**config.mk**
```make
export PLATFORM = sky130hd
export DESIGN_NAME = solver_feeder
export DESIGN_NICKNAME = d
export VERILOG_FILES = /design/src/rtl/solver_feeder_pkg.sv /design/src/rtl/solver_feeder.sv
export SDC_FILE = /design/constraint.sdc
export NUM_CORES = 1
export LEC_CHECK = 0
export ABC_AREA = 1
export CORE_MARGIN = 2
export CORE_UTILIZATION = 45
export CTS_BUF_LIST = sky130_fd_sc_hd__clkbuf_8
export DETAILED_ROUTE_END_ITERATION = 12
export PLACE_DENSITY = 0.76
export SYNTH_ARGS = -nofsm -noshare
export SYNTH_HDL_FRONTEND = slang
export SYNTH_SLANG_ARGS = --single-unit
```
**constraint.sdc**
```tcl
create_clock -name clock -period 1.7 [get_ports clock]
set_clock_uncertainty 0.2 [all_clocks]
set_input_delay 0.425 -clock clock [delete_from_list [all_inputs] [get_ports clock]]
set_output_delay 0.425 -clock clock [all_outputs]
set_load 0.02 [all_outputs]
```
**src/rtl/solver_feeder_pkg.sv**
```systemverilog
// solver_feeder_pkg
//   Shared definitions for the solver front end: the feeder state encoding
//   and the iteration-count width common to solver and solver_feeder.
//   No ports; imported with import solver_feeder_pkg::*.

package solver_feeder_pkg;

   localparam int SOLVER_ITER_BITS = 16;

   typedef enum logic [3:0] {
      ST_IDLE      = 4'd0,
      ST_LOAD      = 4'd1,
      ST_ZFILL     = 4'd2,
      ST_DRAIN     = 4'd3,
      ST_CONFIG    = 4'd4,
      ST_START     = 4'd5,
      ST_WAIT_BUSY = 4'd6,
      ST_WAIT_DONE = 4'd7,
      ST_RESULT    = 4'd8
   } feeder_state_t;

   // States in which the limb stream may be accepted.
   function automatic logic accepts_limbs(feeder_state_t s);
      return (s == ST_IDLE) || (s == ST_LOAD) || (s == ST_DRAIN);
   endfunction

endpackage

```
**src/rtl/solver_feeder.sv**
```systemverilog
// solver_feeder
//   Sequencer in front of the solver. Takes one pixel job as a limb-serial
//   stream of c = cre + i*cim, writes the limbs into the solver (zero-filling
//   short jobs, discarding the excess of long ones), writes num-limbs and
//   iteration limit only when they change, pulses start, waits for the solver
//   to finish and returns the iteration count on a valid/ready port.
//   Optional: define SOLVER_FEEDER_TAG_EN to carry in_tag through to res_tag;
//   without it res_tag is tied to 0 and in_tag is ignored.
//
// Ports
//   clock, reset (async, active low)
//   cfg_num_limbs, cfg_iter_lim   job config, sampled on the first limb
//   in_valid/in_ready, in_re_limb, in_im_limb, in_last, in_tag   limb stream
//   wr_real_en, wr_imag_en, wr_index, real_data, imag_data       limb writes
//   wr_num_limbs_en/num_limbs_data, wr_iter_lim_en/iter_lim_data config writes
//   start, out_ready, iterations                                 solver control
//   res_valid/res_ready, res_iterations, res_tag, res_overrun    result port
//
// State      | meaning
// -----------+--------------------------------------------------------------
// IDLE       | waiting for the first limb of a job
// LOAD       | writing streamed limbs, index 1 upward
// ZFILL      | job ended early, writing zero limbs up to N-1
// DRAIN      | all N limbs written, discarding the rest up to in_last
// CONFIG     | writing num-limbs / iteration limit if changed (one cycle)
// START      | pulsing solver start
// WAIT_BUSY  | waiting for the solver to drop out_ready
// WAIT_DONE  | waiting for out_ready to return, then capturing iterations
// RESULT     | holding the result until res_ready

module solver_feeder
   import solver_feeder_pkg::*;
#(
   parameter int LIMB_INDEX_BITS = 6,
   parameter int LIMB_SIZE_BITS  = 27,
   parameter int TAG_BITS        = 16
) (
   input  logic                        clock,
   input  logic                        reset,
   input  logic [LIMB_INDEX_BITS-1:0]  cfg_num_limbs,
   input  logic [SOLVER_ITER_BITS-1:0] cfg_iter_lim,
   input  logic                        in_valid,
   output logic                        in_ready,
   input  logic [LIMB_SIZE_BITS-1:0]   in_re_limb,
   input  logic [LIMB_SIZE_BITS-1:0]   in_im_limb,
   input  logic                        in_last,
   input  logic [TAG_BITS-1:0]         in_tag,
   output logic                        wr_real_en,
   output logic                        wr_imag_en,
   output logic [LIMB_INDEX_BITS-1:0]  wr_index,
   output logic [LIMB_SIZE_BITS-1:0]   real_data,
   output logic [LIMB_SIZE_BITS-1:0]   imag_data,
   output logic                        wr_num_limbs_en,
   output logic [LIMB_INDEX_BITS-1:0]  num_limbs_data,
   output logic                        wr_iter_lim_en,
   output logic [SOLVER_ITER_BITS-1:0] iter_lim_data,
   output logic                        start,
   input  logic                        out_ready,
   input  logic [SOLVER_ITER_BITS-1:0] iterations,
   output logic                        res_valid,
   input  logic                        res_ready,
   output logic [SOLVER_ITER_BITS-1:0] res_iterations,
   output logic [TAG_BITS-1:0]         res_tag,
   output logic                        res_overrun
);

   localparam logic [LIMB_INDEX_BITS-1:0] IDX_ONE = 1;

   feeder_state_t state, state_nxt;

   logic                        hs;
   logic [LIMB_INDEX_BITS-1:0]  n_first;
   logic [LIMB_INDEX_BITS-1:0]  n_q;
   logic [SOLVER_ITER_BITS-1:0] iter_q;
   logic [LIMB_INDEX_BITS-1:0]  idx_q;
   // Down-counter of limb slots still to be written; terminal count is 1
   // (the slot being written now is the last one, index N-1).
   logic [LIMB_INDEX_BITS-1:0]  left_q;
   logic                        overrun_q;
   logic                        nl_valid_q, il_valid_q;
   logic [LIMB_INDEX_BITS-1:0]  nl_shadow_q;
   logic [SOLVER_ITER_BITS-1:0] il_shadow_q;

   logic take_first, wr_limb, wr_zero, set_overrun, capture, res_done;

   assign hs      = in_valid & in_ready;
   assign n_first = (cfg_num_limbs == '0) ? IDX_ONE : cfg_num_limbs;

   always_ff @(posedge clock or negedge reset) begin
      if (!reset) state <= ST_IDLE;
      else        state <= state_nxt;
   end

   always_comb begin
      state_nxt   = state;
      take_first  = 1'b0;
      wr_limb     = 1'b0;
      wr_zero     = 1'b0;
      set_overrun = 1'b0;
      capture     = 1'b0;
      res_done    = 1'b0;
      case (state)
         ST_IDLE: begin
            if (hs) begin
               take_first = 1'b1;
               wr_limb    = 1'b1;
               // N == 1 is complete after limb 0: either done or draining.
               if (in_last)
                  state_nxt = (n_first == IDX_ONE) ? ST_CONFIG : ST_ZFILL;
               else
                  state_nxt = (n_first == IDX_ONE) ? ST_DRAIN : ST_LOAD;
            end
         end
         ST_LOAD: begin
            if (hs) begin
               wr_limb = 1'b1;
               if (in_last)
                  state_nxt = (left_q == IDX_ONE) ? ST_CONFIG : ST_ZFILL;
               else if (left_q == IDX_ONE)
                  state_nxt = ST_DRAIN;
            end
         end
         ST_ZFILL: begin
            wr_zero = 1'b1;
            if (left_q == IDX_ONE) state_nxt = ST_CONFIG;
         end
         ST_DRAIN: begin
            if (hs && in_last) begin
               set_overrun = 1'b1;
               state_nxt   = ST_CONFIG;
            end
         end
         ST_CONFIG:    state_nxt = ST_START;
         ST_START:     state_nxt = ST_WAIT_BUSY;
         ST_WAIT_BUSY: if (!out_ready) state_nxt = ST_WAIT_DONE;
         ST_WAIT_DONE: begin
            if (out_ready) begin
               capture   = 1'b1;
               state_nxt = ST_RESULT;
            end
         end
         ST_RESULT: begin
            if (res_ready) begin
               res_done  = 1'b1;
               state_nxt = ST_IDLE;
            end
         end
         default: state_nxt = ST_IDLE;
      endcase
   end

   always_ff @(posedge clock or negedge reset) begin
      if (!reset) begin
         in_ready        <= 1'b0;
         wr_real_en      <= 1'b0;
         wr_imag_en      <= 1'b0;
         wr_index        <= '0;
         real_data       <= '0;
         imag_data       <= '0;
         wr_num_limbs_en <= 1'b0;
         num_limbs_data  <= '0;
         wr_iter_lim_en  <= 1'b0;
         iter_lim_data   <= '0;
         start           <= 1'b0;
         res_valid       <= 1'b0;
         res_iterations  <= '0;
         res_overrun     <= 1'b0;
         n_q             <= '0;
         iter_q          <= '0;
         idx_q           <= '0;
         left_q          <= '0;
         overrun_q       <= 1'b0;
         nl_valid_q      <= 1'b0;
         il_valid_q      <= 1'b0;
         nl_shadow_q     <= '0;
         il_shadow_q     <= '0;
      end else begin
         // Registered from the next state so it lines up with the state
         // that will consume the handshake.
         in_ready   <= accepts_limbs(state_nxt);
         wr_real_en <= wr_limb | wr_zero;
         wr_imag_en <= wr_limb | wr_zero;
         start      <= (state == ST_START);

         if (wr_limb | wr_zero) begin
            wr_index  <= take_first ? '0 : idx_q;
            real_data <= wr_zero ? '0 : in_re_limb;
            imag_data <= wr_zero ? '0 : in_im_limb;
         end

         if (take_first) begin
            n_q       <= n_first;
            iter_q    <= cfg_iter_lim;
            idx_q     <= IDX_ONE;
            left_q    <= n_first - IDX_ONE;
            overrun_q <= 1'b0;
         end else if (wr_limb | wr_zero) begin
            idx_q  <= idx_q + IDX_ONE;
            left_q <= left_q - IDX_ONE;
         end

         if (set_overrun) overrun_q <= 1'b1;

         wr_num_limbs_en <= 1'b0;
         wr_iter_lim_en  <= 1'b0;
         if (state == ST_CONFIG) begin
            if (!nl_valid_q || (nl_shadow_q != n_q)) begin
               wr_num_limbs_en <= 1'b1;
               num_limbs_data  <= n_q;
            end
            if (!il_valid_q || (il_shadow_q != iter_q)) begin
               wr_iter_lim_en <= 1'b1;
               iter_lim_data  <= iter_q;
            end
            nl_shadow_q <= n_q;
            il_shadow_q <= iter_q;
            nl_valid_q  <= 1'b1;
            il_valid_q  <= 1'b1;
         end

         if (capture) begin
            res_valid      <= 1'b1;
            res_iterations <= iterations;
            res_overrun    <= overrun_q;
         end else if (res_done) begin
            res_valid <= 1'b0;
         end
      end
   end

`ifdef SOLVER_FEEDER_TAG_EN
   logic [TAG_BITS-1:0] tag_q;

   always_ff @(posedge clock or negedge reset) begin
      if (!reset) begin
         tag_q   <= '0;
         res_tag <= '0;
      end else begin
         if (take_first) tag_q <= in_tag;
         if (capture)    res_tag <= tag_q;
      end
   end
`else
   assign res_tag = '0;
`endif

endmodule
```
; ---- Yosys cells after proc, flatten, opt, wreduce, memory -nomap -nowiden
; Cells that the tools add are included.
[totals]
regBits = 167
inputBits = 114
word_cells = 96
[op_classes]
addsub = 3
n_eq_ne = 14
muxes = 40
bitwise = 2
reduce_logical = 15
[op_table]
columns = cell, count
row1 = 27-bit two-way mux, 2
row2 = 4-bit two-way mux, 9
row3 = 6-bit two-way mux, 6
row4 = 4-bit one-hot mux with 9 select lines, 1
row5 = 1-bit two-way mux, 18
row6 = "4-bit by 3-bit equality test with 1-bit output, second input constant", 4
row7 = 16-bit inequality test, 1
row8 = "4-bit by 2-bit equality test with 1-bit output, second input constant", 3
row9 = "6-bit by 1-bit equality test with 1-bit output, second input constant", 2
row10 = "6-bit by 1-bit subtractor with 6-bit output, second input constant", 2
row11 = 3-bit two-way mux, 3
row12 = "4-bit by 1-bit equality test with 1-bit output, second input constant", 2
row13 = 4-bit zero test, 2
row14 = "6-bit by 1-bit adder with 6-bit output, second input constant", 1
row15 = 6-bit zero test, 1
row16 = 6-bit inequality test, 1
row17 = 2-bit nonzero test, 3
row18 = "4-bit equality test, second input constant", 1
row19 = 1-bit logical OR, 4
row20 = 2-bit AND reduction, 2
row21 = 2-bit two-way mux, 1
row22 = 2-bit OR reduction, 1
row23 = 1-bit AND, 1
row24 = 1-bit logical AND, 1
row25 = other kinds (2), 2

; ---- Logic depth before layout (Yosys ltp)
; Gate-level depths: netlist (run 1).
[depth]
ltp_word = 10
mapped_depth = 13
mapped_depth_nobuf = 13

; ---- Worst setup path after synthesis (run 1)
; OpenSTA, ideal clock, no wires.
[synth_timing]
kind = in2reg
start = in cfg_num_limbs[2]
end = reg in_ready
setup_ps = 71
arrival_ps = 1728
setup_slack_ps = -299
path_stages = 13
path_buffers = 0
cell_sequence = nor2_1 nand3_1 nand2_1 ha_1 and3_1 ha_1 inv_1 nand2_1 nand3_1 nand2_1 nor2_1 a21oi_1 nor2_1
[synth_via]
elab_chain_len = 10
elab_cells_between_ends = 13
classes_between = eq/ne: 3 / mux: 6 / reduce/logical: 4
[synth_lines]
columns = element, line
row1 = "start, declared", solver_feeder.sv:40  ; input logic [LIMB_INDEX_BITS-1:0] cfg_num_limbs,
row2 = 6-bit zero test (*), solver_feeder.sv:87  ; assign n_first = (cfg_num_limbs == '0) ? IDX_ONE : cfg_num_limbs;
row3 = 6-bit two-way mux (*), solver_feeder.sv:87
row4 = named net n_first[0], solver_feeder.sv:72  ; logic [LIMB_INDEX_BITS-1:0] n_first;
row5 = 6-bit by 1-bit equality test with 1-bit output (*), "solver_feeder.sv:109, solver_feeder.sv:111"
row6 = 2-bit two-way mux / 3-bit two-way mux (equally long branches), "solver_feeder.sv:111, solver_feeder.sv:109"
row7 = 3-bit two-way mux (*), solver_feeder.sv:108  ; if (in_last)
row8 = 4-bit two-way mux (*), solver_feeder.sv:104  ; if (hs) begin
row9 = 4-bit one-hot mux with 9 select lines (*), solver_feeder.sv:102  ; case (state)
row10 = 4-bit by 1-bit equality test with 1-bit output / 4-bit zero test (equally long branches), solver_feeder_pkg.sv:24  ; return (s == ST_IDLE) || (s == ST_LOAD) || (s == ST_DRAIN);
row11 = 1-bit logical OR, solver_feeder_pkg.sv:24
row12 = 1-bit logical OR (*), solver_feeder_pkg.sv:24
row13 = "end signal, assigned", solver_feeder.sv:180  ; in_ready <= accepts_limbs(state_nxt);
row14 = "end, declared", solver_feeder.sv:43  ; output logic in_ready,
; The timed path passes the listed nets; every way through them passes the cells marked *.
; A chain may end at the register's enable or synchronous reset.

; ---- Worst setup path after layout (run 1)
[layout_timing]
start = reg state[3]
end = reg idx_q[5]
[layout_via]
elab_chain_len = 5
elab_cells_between_ends = 10
classes_between = eq/ne: 2 / mux: 4 / bitwise: 1 / reduce/logical: 3
[layout_lines]
columns = element, line
row1 = "start, declared", solver_feeder.sv:69  ; feeder_state_t state, state_nxt;
row2 = "start signal, assigned", solver_feeder.sv:91  ; else state <= state_nxt;
row3 = 4-bit by 1-bit equality test with 1-bit output / 4-bit zero test (equally long branches), solver_feeder.sv:102
row4 = 2-bit OR reduction (no line), n/a
row5 = 1-bit two-way mux, n/a
row6 = 1-bit OR, solver_feeder.sv:197  ; end else if (wr_limb | wr_zero) begin
row7 = 2-bit nonzero test (no line), n/a
row8 = "end signal, assigned", solver_feeder.sv:198  ; idx_q <= idx_q + IDX_ONE;
row9 = "end, declared", solver_feeder.sv:75  ; logic [LIMB_INDEX_BITS-1:0] idx_q;
; Several ways; a longest one is shown, not always the timed one.

==> results.py, run 1 <==
metrics = {
    "floorplan": {
        "die_x_um": 132,
        "std_cell_rows": 46,
        "die_area_um2": 17400,
        "initial_core_util_pct": 46.1,
        "die_h_um": 132,
        "core_area_um2": 15900,
        "ios": 236,
    },
    "setup_path": {
        "worstSetupStartpoint": "state[3]",
        "r2r_start": "state[3]",
        "criticalPathCategory": "flop to flop",
        "r2r_cells": 8,
        "cp_max_fo": 28,
        "r2r_end": "idx_q[5]",
        "cp-start-kind": "flop",
        "path_cells": "nor2_4 -> nand2_1 -> buf_4 -> nor2_4 -> buf_12 -> nor2_1 -> nand2_1 -> o21ai_0",
        "critPathMaxStageDelay_ns": 0.46,
        "arrival_ns": 1.80,
        "worstPathRequired_ns": 1.83,
        "crit_slowest_cell": "dfrtp_2",
        "crit_cells": 8,
        "end_kind": "flop",
        "r2r_setup_slack_ns": 0.03,
        "crit_buf_inv": 2,
        "cp_top_family": "simple AND/OR/NAND/NOR gates",
        "critPathCapture": "idx_q[5]",
    },
    "final_layout": {
        "fin_util_pct": 63.3,
        "area_growth_pct": 37.2,
        "diodes": 0,
        "drive_gt1_share_pct": 23.9,
        "nets": 1220,
        "instances_no_fill": 1329,
        "nFillCells": 1380,
    },
    "pwr": {
        "total_power_uw": 19800,
        "ir_drop_mv": 0.897,
        "leakage_uw": 0.00526,
        "cellPowerDensity_nw_per_um2": 1960,
    },
    "grt": {
        "grtUsageTotal_pct": 21.4,
        "grt_start_max_net_pins": 55,
        "grt_pass1_vias": 6303,
        "grt_overflow": 0,
        "antenna_found_initial": 0,
        "grt_pass1_wl_um": 30400,
    },
    "clocking": {
        "cts.path.max_buffers": 2,
        "cts_tree": "done",
        "clk_pin_slew_worst_paths_ns": 0.08,
        "clock_sinks": 167,
        "cts_root_buf": "clkbuf_8",
        "clkLatencyLatePin_ns": 0.45,
        "cts_buffers": 17,
        "cts_max_level": 4,
    },
    "sta": {
        "slew_viol_final": 0,
        "grt_setup_unrepaired": "true",
        "period_share_pct": 98.3,
        "finalHoldViolCount": 0,
        "fin_crit_ns": 1.67,
        "setup_violations": 0,
        "layout_setup_ws_ns": 0.0294,
        "fmax_mhz": 599,
    },
    "place": {
        "place.gp.congestion": 0.897,
        "numPortBuffers": 203,
        "place_ws_ns": -0.836,
        "dpl.cell_count": 1285,
        "dp_hpwl_um": 12800,
    },
    "yosys": {
        "yosysUniqueCellTypes": 35,
        "synth_cells": 859,
        "synth.area.top_cells": "dfrtp_1 57%, nand2_1 17%, nand3_1 6.1%, o21ai_0 4.2%, inv_1 3.2%",
        "synth-async-reset-ratio_pct": 100,
        "synth_top_area_share_pct": 56.8,
        "synthTopCellsByCount": "324 x nand2_1, 167 x dfrtp_1, 89 x nand3_1",
        "ys_warn_count": 0,
        "avgSynthCellArea_um2": 8.56,
        "yosysMostFrequentCell": "nand2_1",
        "ys_ff_latch": 167,
        "synth_edf_count": 0,
        "yosysTopAreaCell": "dfrtp_1",
        "syn_area_um2": 7350,
        "ys_seq_area_share_pct": 56.8,
        "synthFlopType": "dfrtp_1",
    },
    "routing": {
        "route.detailed.wl_per_inst_um": 13.6,
        "vias": 6361,
        "wirelength_um": 18100,
        "drc": 0,
        "drtIter0Drc": 397,
        "vias_per_cell": 4.79,
        "first_pass_iters": 5,
        "ant_nets": 0,
    },
    "hold_path": {
        "hold_path_class": "input port to flop",
    },
    "job": {
        "cap_violations": 0,
    },
    "outcome": {
        "status": "finished clean",
    },
}
[worst min path at each step]
stage                     startpoint                 to  slack, ns  depth (start not counted)
CTS                 cfg_num_limbs[4]             n_q[4]       0.13                          4
global route        cfg_num_limbs[1]             n_q[1]       0.09                          3
global placement               reset     wr_iter_lim_en       0.12                          1
detailed placement             reset  iter_lim_data[14]       0.12                          1
finish              cfg_num_limbs[1]             n_q[1]       0.08                          3
floorplan                      reset           idx_q[0]      -0.07                          0
[tightest hold or removal path, stage by stage]
cell	delay, ns
buf_2	0.12
nand2_1	0.06
o21ai_0	0.08
[logic make-up after synthesis]
family	Yosys count	share of synthesized area (%)
buf+inv	122	8.27
xor+xnor	12	1.43
compound gates	87	6.42
flops	167	56.8
simple gates	464	26.0
other cells	1	0.0510
fa+ha+maj	6	1.02
[cell usage in the layout, fill, tap and decap left out, types with 3 or more instances in the layout]
cell type          n
nor2_4             7
nand3_1           72
nand2_1          311
inv_2              8
conb_1            16
a21oi_1            4
dfrtp_1          164
buf_4             45
o21ai_0           60
nand2_2           13
clkinv_2           3
o21ai_1            9
clkdlybuf4s50_1   90
inv_1             60
bufinv_16          5
nand3_2           17
o211ai_1           3
buf_2            108
xor2_1             7
xnor2_1            5
a31oi_1            3
clkbuf_8          20
buf_12             8
nand4_1            3
dfrtp_2            3
nor2_1            25
nor2_2             7
ha_1               4
buf_6              6
[through the flow]
stage | cell area, um2 | hold WS [ns] | setup TNS [ns]
4_1_cts | 9840 | 0.135 | -0.0729
2_1_floorplan | 7430 | -0.0706 | -0.408
3_5_place_dp | 9830 | 0.121 | -36.28
5_1_grt | 10100 | 0.0949 | -0.938
6_report | 10100 | 0.0769 | 0
3_3_place_gp | 9830 | 0.120 | -32.86
[per-layer routing]
metal,vias up,track usage (%),share of wire (%)
met5,-,0,0
met4,0,6.70,1.4
met3,21,5.73,6.0
met2,172,36.5,51
met1,3011,26.8,42
li1,3157,-,-
[registers in the layout (all words and copies together) (netlist names), 16 cells and up]
name            flops
il_shadow_q        16
res_iterations     16
real_data          27
imag_data          27
iter_q             16
iter_lim_data      16
[power breakdown]
part | switching [uW] | total [uW] | internal (uW) | leakage (uW)
Combinational | 5910 | 9370 | 3460 | 0.00296
Clock | 1430 | 3300 | 1870 | 0.000242
Sequential | 1200 | 7100 | 5900 | 0.00205
[layout make-up]
| cell class | count | area (um2) | area share, % |
|---|---|---|---|
| timing repair buffer | 260 | 2040 | 20.2 |
| clock buffer | 20 | 275 | 2.73 |
| clock inverter | 12 | 196 | 1.95 |
| tap | 216 | 270 | 2.68 |
| sequential | 167 | 4180 | 41.5 |
| inverter | 69 | 264 | 2.62 |
| multi-input combinational | 585 | 2860 | 28.4 |
[repair_timing]
action / CTS / global route
hold buffers: 1 / 0
setup buffers: 2 / 9
hold endpoints to repair: 167 / 0
pin swaps: 9 / 25
resized for setup: 452 / 61
setup endpoints to repair: 123 / 91
Note: power is estimated with default switching activity, not from simulation.
==> run 2: changes to the inputs <==
- CTS_CLUSTER_SIZE: default -> 25
==> results of run 2 <==
Same layout as run 1: the final DEF is identical, and so are final timing and power.
==> run 3: changes to the inputs <==
- CORE_UTILIZATION: 45 -> 48
- PLACE_DENSITY: 0.76 -> 0.81
==> results.py, run 3 (synthesis gave the netlist of run 1 again) <==
metrics = {
    "outcome": {
        "status": "finished with violations",
        "violations": "setup timing",
    },
    "floorplan": {
        "die_area_um2": 16300,
        "core_area_um2": 15100,
        "die_x_um": 128,
        "ios": 236,
        "initial_core_util_pct": 48.7,
        "std_cell_rows": 45,
        "die_h_um": 128,
    },
    "grt": {
        "grtUsageTotal_pct": 22.6,
        "grt_overflow": 0,
        "antenna_found_initial": 0,
        "grt_start_max_net_pins": 58,
        "grt_pass1_vias": 6253,
        "grt_pass1_wl_um": 29700,
    },
    "setup_path": {
        "crit_buf_inv": 3,
        "cp_max_fo": 4,
        "worstPathRequired_ns": 1.86,
        "r2r_cells": 9,
        "crit_slowest_cell": "dfrtp_1",
        "r2r_end": "in_ready",
        "r2r_setup_slack_ns": -0.03,
        "arrival_ns": 1.89,
        "cp_common_cell": "nor2_1",
        "cp-start-kind": "flop",
        "cp_top_family": "simple AND/OR/NAND/NOR gates",
        "path_cells": "buf_4 -> inv_1 -> nand2_2 -> nor2_4 -> inv_4 -> o21ai_0 -> nor2_1 -> nand3_1 -> nor2_1",
        "end_kind": "flop",
        "criticalPathCategory": "flop to flop",
        "r2r_start": "state[3]",
        "critPathMaxStageDelay_ns": 0.41,
    },
    "final_layout": {
        "instances_no_fill": 1318,
        "register_area_um2": 4180,
        "diodes": 0,
        "nFillCells": 1212,
        "final_common_cell": "nand2_1",
        "final_cell_mix": "315 x nand2_1, 165 x dfrtp_1, 109 x buf_2",
        "multi_input_area_um2": 2860,
        "top_regs": "imag_data (27), real_data (27)",
        "area_growth_pct": 39.0,
        "drive_gt1_share_pct": 25.2,
        "nets": 1237,
    },
    "hold_path": {
        "min_to": "n_q[1]",
        "hold_path_class": "input port to flop",
        "min_from": "cfg_num_limbs[1]",
        "holdPathStages": 3,
    },
    "job": {
        "cap_violations": 0,
    },
    "pwr": {
        "cellPowerDensity_nw_per_um2": 1960,
        "total_power_uw": 20100,
        "ir_drop_mv": 1.06,
        "leakage_uw": 0.00537,
    },
    "routing": {
        "wirelength_um": 19200,
        "vias": 6573,
        "route.detailed.wl_per_inst_um": 14.5,
        "drc": 0,
        "vias_per_cell": 4.99,
        "ant_nets": 0,
        "drtIter0Drc": 440,
        "first_pass_iters": 5,
    },
    "sta": {
        "grt_setup_unrepaired": "true",
        "slew_viol_final": 0,
        "setup_violations": 3,
        "layout_setup_ws_ns": -0.0306,
        "finalHoldViolCount": 0,
        "fin_crit_ns": 1.73,
        "period_share_pct": 102,
        "fmax_mhz": 578,
        "tns_ns": -0.0491,
    },
    "clocking": {
        "cts_root_buf": "clkbuf_8",
        "cts_tree": "done",
        "cts_buffers": 17,
        "clock_sinks": 167,
        "cts.path.max_buffers": 2,
        "clkLatencyLatePin_ns": 0.46,
        "clk_pin_slew_worst_paths_ns": 0.09,
        "cts_max_level": 4,
    },
    "place": {
        "dpl.cell_count": 1262,
        "place_ws_ns": -0.829,
        "dp_hpwl_um": 12600,
        "place.gp.congestion": 0.883,
        "numPortBuffers": 203,
    },
}
## run 3: cell types whose count changed in the layout (fill, tap and decap cells not counted), sizes merged
cell,previous run,this run
buf,167,179
bufinv,5,3
clkbuf,20,24
clkdlybuf4s15,1,0
clkinv,3,6
inv,72,73
## run 3: final cells by class
type                            count  area share, %
Tap cell                          188           2.30
Clock buffer                       18           2.43
Inverter                           69           2.68
Multi-Input combinational cell    585           28.0
Timing Repair Buffer              277           21.9
Clock inverter                     14           1.69
Sequential cell                   167           40.9
## run 3: layer usage
| metal | vias up | part of all wire [%] | routed length, um | GRT usage (%) |
|---|---|---|---|---|
| li1 | 3205 | - | - | - |
| met1 | 3106 | 42 | 8090 | 29.2 |
| met2 | 219 | 49 | 9420 | 36.2 |
| met3 | 43 | 6.2 | 1190 | 6.09 |
| met4 | 0 | 2.5 | 475 | 9.70 |
| met5 | - | 0 | 0 | 0 |
## run 3: how the worst max path moves through the flow
| stage | depth (start not counted) | from | endpoint | slack (ns) |
|---|---|---|---|---|
| after CTS | 1 | imag_data[15] | imag_data[15] | -0.09 |
| final | 9 | state[3] | in_ready | -0.03 |
| after detailed placement | 14 | cfg_num_limbs[1] | in_ready | -0.83 |
| after global routing | 9 | state[0] | in_ready | -0.13 |
| after floorplan | 13 | cfg_num_limbs[1] | in_ready | -0.21 |
| after global placement | 14 | cfg_num_limbs[1] | in_ready | -0.77 |
## run 3: worst min-delay path, cell delays in order
cell and delay, ns:
buf_2 0.13, nand2_1 0.06, o21ai_0 0.06
## run 3: metrics by stage
stage | util [%] | cell area, um2 | hold slack, ns
after floorplan | - | 7430 | -0.0706
after global placement | 65.3 | 9860 | 0.253
after detailed placement | 65.3 | 9860 | 0.249
after CTS | 65.3 | 9850 | 0.111
after global routing | 67.7 | 10200 | 0.0731
final | 67.7 | 10200 | 0.0532
## run 3: timing repair
item	CTS	global route
gates cloned	0	5
endpoints found under the setup margin	173	106
endpoints found under the hold margin	167	0
gates resized for setup	449	70
setup buffers	5	13
pin swaps	10	31
hold buffers	1	0
## run 3: where the power goes
group          internal [uW]  switching [uW]  total, uW
clock                   1510            1520       3030
combinational           3770            6180       9950
sequential              5900            1180       7090
total                  11200            8880      20100
